## src/rtl/bch_31_pkg.sv

```systemverilog
// Shared widths, generator polynomial and types for the BCH(31,20) encoder and its
// transmit scheduler.
package bch_31_pkg;

  localparam int MSG_W = 20;
  localparam int CW_W  = 31;
  localparam int PAR_W = CW_W - MSG_W;

  // g(x) = x^11+x^8+x^7+x^5+x^4+x^3+x+1 = (x+1) * BCH(31,21) generator; x^11 implicit
  localparam logic [PAR_W-1:0] GEN_POLY = 11'h1BB;

  typedef enum logic [1:0] {
    ST_IDLE,
    ST_LOAD,
    ST_SHIFT,
    ST_GAP
  } sched_state_t;

  typedef struct packed {
    logic             valid;
    logic [MSG_W-1:0] msg;
  } msg_req_t;

  typedef struct packed {
    logic valid;
    logic data;
    logic sof;
    logic eof;
    logic src;
  } tx_beat_t;

endpackage

```

## src/rtl/bch_31_encoder.sv

```systemverilog
// Combinational systematic BCH(31,20) encoder: codeword = {msg, msg*x^11 mod g(x)}.
module bch_31_encoder
  import bch_31_pkg::*;
(
  input  logic [MSG_W-1:0] msg,
  output logic [CW_W-1:0]  codeword
);

  logic [PAR_W-1:0] rem;
  logic             fb;

  // unrolled division LFSR, message MSB first
  always_comb begin
    rem = '0;
    fb  = 1'b0;
    for (int i = MSG_W - 1; i >= 0; i--) begin
      fb  = msg[i] ^ rem[PAR_W-1];
      rem = {rem[PAR_W-2:0], 1'b0} ^ (fb ? GEN_POLY : '0);
    end
  end

  assign codeword = {msg, rem};

endmodule

```

## src/rtl/bch_rr_arb2.sv

```systemverilog
// Two-way round-robin arbiter; 'last' is the index granted most recently.
module bch_rr_arb2 (
  input  logic [1:0] req,
  input  logic       last,
  output logic [1:0] grant
);

  always_comb begin
    grant = 2'b00;
    unique case (req)
      2'b01:   grant = 2'b01;
      2'b10:   grant = 2'b10;
      2'b11:   grant = last ? 2'b01 : 2'b10;
      default: grant = 2'b00;
    endcase
  end

endmodule

```

## src/rtl/bch_31_tx_sched.sv

```systemverilog
// Round-robin scheduler sharing one BCH(31,20) encoder between two requesters and
// serialising each codeword MSB-first with sof/eof markers and tx_ready back-pressure.
module bch_31_tx_sched
  import bch_31_pkg::*;
#(
  parameter int unsigned GAP_CYCLES = 0
) (
  input  logic             clk,
  input  logic             rst_n,
  input  logic             req0_valid,
  input  logic [MSG_W-1:0] req0_msg,
  output logic             req0_ready,
  input  logic             req1_valid,
  input  logic [MSG_W-1:0] req1_msg,
  output logic             req1_ready,
  output logic             tx_valid,
  output logic             tx_bit,
  output logic             tx_sof,
  output logic             tx_eof,
  output logic             tx_src,
  input  logic             tx_ready,
  output logic             busy
);

  localparam logic [3:0] GAP_LOAD = (GAP_CYCLES == 0) ? 4'd0 : 4'(GAP_CYCLES - 1);

  sched_state_t     state_q, state_d;
  logic [MSG_W-1:0] msg_q;
  logic             src_q;
  logic             pref_q;   // 0: requester 0 wins a tie next time
  logic [CW_W-1:0]  sh_q;
  logic [CW_W-1:0]  cw;
  logic [4:0]       cnt_q;
  logic [3:0]       gap_q;

  msg_req_t [1:0]   req;
  logic [1:0]       req_vld;
  logic [1:0]       grant;
  logic             last;
  logic             idle;
  tx_beat_t         beat;

  assign req[0] = {req0_valid, req0_msg};
  assign req[1] = {req1_valid, req1_msg};

  for (genvar i = 0; i < 2; i++) begin : g_vld
    assign req_vld[i] = req[i].valid;
  end

  assign last = ~pref_q;

  bch_rr_arb2 u_arb (
    .req   (req_vld),
    .last  (last),
    .grant (grant)
  );

  bch_31_encoder u_enc (
    .msg      (msg_q),
    .codeword (cw)
  );

  assign idle = (state_q == ST_IDLE);

  // gated by rst_n so every output reads 0 while reset is held
  assign req0_ready = rst_n & idle & grant[0];
  assign req1_ready = rst_n & idle & grant[1];
  assign busy       = ~idle;

  always_comb begin
    state_d = state_q;
    unique case (state_q)
      ST_IDLE:  if (|req_vld) state_d = ST_LOAD;
      ST_LOAD:  state_d = ST_SHIFT;
      ST_SHIFT: if (tx_ready && cnt_q == '0) state_d = (GAP_CYCLES > 0) ? ST_GAP : ST_IDLE;
      ST_GAP:   if (gap_q == '0) state_d = ST_IDLE;
      default:  state_d = ST_IDLE;
    endcase
  end

  always_ff @(posedge clk or negedge rst_n) begin
    if (!rst_n) state_q <= ST_IDLE;
    else        state_q <= state_d;
  end

  always_ff @(posedge clk or negedge rst_n) begin
    if (!rst_n) begin
      msg_q  <= '0;
      src_q  <= 1'b0;
      pref_q <= 1'b0;
      sh_q   <= '0;
      cnt_q  <= '0;
      gap_q  <= '0;
    end else begin
      case (state_q)
        ST_IDLE: if (|req_vld) begin
          msg_q  <= grant[1] ? req[1].msg : req[0].msg;
          src_q  <= grant[1];
          pref_q <= grant[0];
        end
        ST_LOAD: begin
          sh_q  <= cw;
          cnt_q <= 5'(CW_W - 1);
        end
        ST_SHIFT: if (tx_ready) begin
          sh_q <= {sh_q[CW_W-2:0], 1'b0};
          if (cnt_q != '0) cnt_q <= cnt_q - 5'd1;
          else             gap_q <= GAP_LOAD;
        end
        ST_GAP: if (gap_q != '0) gap_q <= gap_q - 4'd1;
        default: ;
      endcase
    end
  end

  always_comb begin
    beat = '0;
    if (state_q == ST_SHIFT) begin
      beat.valid = 1'b1;
      beat.data  = sh_q[CW_W-1];
      beat.sof   = (cnt_q == 5'(CW_W - 1));
      beat.eof   = (cnt_q == '0);
      beat.src   = src_q;
    end
  end

  assign {tx_valid, tx_bit, tx_sof, tx_eof, tx_src} = beat;

endmodule

```

## config.mk

```make
export PLATFORM = sky130hd
export DESIGN_NAME = bch_31_tx_sched
export DESIGN_NICKNAME = d
export VERILOG_FILES = /design/src/rtl/bch_31_pkg.sv /design/src/rtl/bch_31_encoder.sv /design/src/rtl/bch_rr_arb2.sv /design/src/rtl/bch_31_tx_sched.sv
export SDC_FILE = /design/constraint.sdc
export NUM_CORES = 1
export LEC_CHECK = 0
export BUFFER_PORTS_ARGS = -buffer_cell sky130_fd_sc_hd__buf_2
export CORE_MARGIN = 2
export CORE_UTILIZATION = 58
export DETAILED_ROUTE_END_ITERATION = 8
export GPL_TIMING_DRIVEN = 0
export HOLD_SLACK_MARGIN = 0.08
export PLACE_DENSITY_LB_ADDON = 0.08
export SYNTH_ARGS = -nofsm -noshare
export SYNTH_HDL_FRONTEND = slang
export SYNTH_HIERARCHICAL = 1
export SYNTH_SLANG_ARGS = --single-unit
```

## constraint.sdc

```tcl
create_clock -name clk -period 3.3 [get_ports clk]
set_clock_uncertainty 0.05 [all_clocks]
set_input_delay 0.825 -clock clk [delete_from_list [all_inputs] [get_ports clk]]
set_output_delay 0.825 -clock clk [all_outputs]
set_load 0.01 [all_outputs]
```

==> impl_metrics.yaml <==
run_status:
  outcome: "completed"
sta:
  rsz0062_at_grt: "false"
  slew_violations: 0
  tns_ps: 0
  clock.fmax_ghz: 0.352
  maxSlewHeadroom_pct: 45.1
  setup_viol: 0
  min_period_ps: 2840
  fin_crit_sh_pct: 86.1
  worst_pin_slew_ps: 824
  hold_violations: 0
logic_synthesis:
  syn-instance-count: 395
  syn_area_per_cell_um2: 10.4
  synthMuxAreaShare_pct: 13.0
  seq_area_frac_synth_pct: 38.9
  synth_compound_area_share_pct: 10.8
  postSynthNetCount: 443
  synth.distinct_cells: 53
  synth_edf_count: 0
  ys_ff_latch: 64
  synth_top_cell_by_area: "dfrtp_1"
  ys_top_cells_by_area: "dfrtp_1, mux2i_1, xnor2_1"
  synth_fa_ha_area_share_pct: 0.912
  ys_async_sr_fraction_pct: 100
  synth_top_family_by_area: "XOR/XNOR gates"
  yosysWarnings: 6
  yosys_most_used_dff: "dfrtp_1"
  synthSimpleGateAreaFrac_pct: 9.12
  synth_top_area_share_pct: 38.9
  netlist_area_mm2: 0.00412
  yosys.area_share.xor_xnor_pct: 19.7
finish:
  final_common_cell: "dfrtp_1"
  diodes: 0
  layout_common_cells: "dfrtp_1, buf_2, mux2i_1"
  synthToLayoutAreaGrowth_pct: 14.8
  num-fill-cells: 563
  drive_above_1_share_pct: 27.5
  final_nets: 505
clocking:
  postCtsSetupRepairBufs: 0
  cts_tree: "yes"
  cts.path.max_buffers: 2
  cts_buffers: 9
  htreeDepth: 3
  holdBufCountCts: 0
  clkLatencyLatePin_ps: 340
  clk_pin_slew_worst_paths_ps: 70
  clock_sinks: 64
  clockRootBuffer: "clkbuf_8"
  cts.repair.resized: 0
floorplanning:
  die_w_um: 88.3
  io_pins: 53
  start_util_pct: 60.3
  core_region_area_mm2: 0.00683
  fp.dieArea_mm2: 0.00779
  die_y_um: 88.3
  fp-row-count: 30
route:
  drt-total-wl_mm: 8.19
  drt_iter0_drc: 162
  drcViolationCount: 0
  first_pass_iters: 4
  routedWlPerCell_um: 14.7
  vias: 2866
  drt-vias-per-instance: 5.14
  drt.antenna.violating_nets: 0
setup_path:
  crit_type: "input port to output pin"
  crit_family: "buffers and inverters"
  crit_slowest_cell: "buf_2"
  cp_data_required_time_ps: 2420
  path_cells: "buf_2, a21boi_0, clkbuf_1, buf_2, and3_1, buf_2"
  cp-end-kind: "output pin"
  cpMostUsedCell: "buf_2"
  worstPathArrival_ps: 1960
  startpoint_type: "input port"
  critical_path_buf_inv_count: 4
  critPathMaxFanout: 10
  critical_path.max_stage_delay_ps: 310
global_routing:
  first_global_vias: 2819
  grt_antenna_before_repair: 0
  track_usage_pct: 23.5
  grt_pass1_wl_mm: 13.9
  grt_overflow: 0
  grt_max_degree: 67
worst_hold_path:
  hold_class: "flip-flop to flip-flop"
placement:
  gp_congestion: 0.807
  dp.final_hpwl_mm: 6.03
  io_buffer_count: 51
job:
  cap_violations: 0
## cell families after synthesis
group           after synthesis
compound gates               76
xor+xnor                     67
fa+ha+maj                     3
buf+inv                      52
flops                        64
mux                          53
simple gates                 80
## cell type report
cell class	instances	area, um2	area share, %
clock inverter	4	76.3	1.61
buffer	42	273	5.77
clock buffer	12	155	3.28
timing repair buffer	51	258	5.45
tap	96	120	2.54
sequential	64	1600	33.9
inverter	10	37.5	0.794
multi-input combinational	279	2210	46.7
## flip-flops by register name, summed over array words and instances (netlist names)
register  cells
pref_q        1
sh_q         31
gap_q         4
src_q         1
msg_q        20
cnt_q         5
state_q       2
## worst register-to-register path: stages, from the launching register on
cell and delay, ps:
dfrtp_1 430, buf_6 150, xnor2_1 270, xnor3_1 550, xnor2_2 220, xnor2_1 420
xnor2_1 200, xnor2_1 220, mux2i_1 100, o21ai_1 130
## cell usage after synthesis (2+ instances only)
cell       instances
a21oi_1           23
and2_1             2
and3_1             2
buf_2             11
buf_4             24
clkbuf_1           3
clkbuf_2           3
dfrtp_1           64
ha_1               3
inv_1              9
mux2_2             3
mux2i_1           50
nand2_1           32
nand2b_1           3
nand3_1            2
nor2_1            29
o211ai_1           2
o21ai_0           29
o21ai_1            5
o2bb2ai_1          2
o31ai_1            2
or4_1              2
xnor2_1           35
xnor2_2            5
xnor3_1            6
xnor3_2            4
xor2_1            14
## through the flow
stage	instances	hold slack (ps)	utilization, %	area (um2)	setup WS, ps
after detailed placement	542	425	65.8	4500	436
after CTS	558	441	69.2	4730	422
after global routing	558	456	69.2	4730	294
after global placement	542	410	65.8	4490	1.58
after floorplan	395	392	-	4120	775
final	558	438	69.2	4730	460
## path summary, 6_finish.rpt
kind | startpoint | endpoint | slack (ps) | depth (start not counted)
worst max-delay path | req1_valid | req1_ready | 460 | 6
worst max register to register | msg_q[11]$_DFFE_PN0P_ | sh_q[7]$_DFFE_PN0P_ | 500 | 9
worst min-delay path | sh_q[16]$_DFFE_PN0P_ | sh_q[16]$_DFFE_PN0P_ | 440 | 2
min in group asynchronous | rst_n | gap_q[2]$_DFFE_PN0P_ | 520 | 1
worst min register to register | sh_q[16]$_DFFE_PN0P_ | sh_q[16]$_DFFE_PN0P_ | 440 | 2
max in group asynchronous | rst_n | cnt_q[1]$_DFFE_PN0P_ | 2130 | 1
## routing by layer
metal	global-route usage [%]	wire length, um	share of wire, %	vias up
met5	0	0	0	-
li1	-	-	-	1457
met1	32.3	3840	47	1335
met3	5.41	302	3.7	11
met2	36.7	3870	47	63
met4	9.09	176	2.1	0
Power is not shown: default switching activity piles up to over one toggle a cycle in this logic, so the estimate is an artifact.
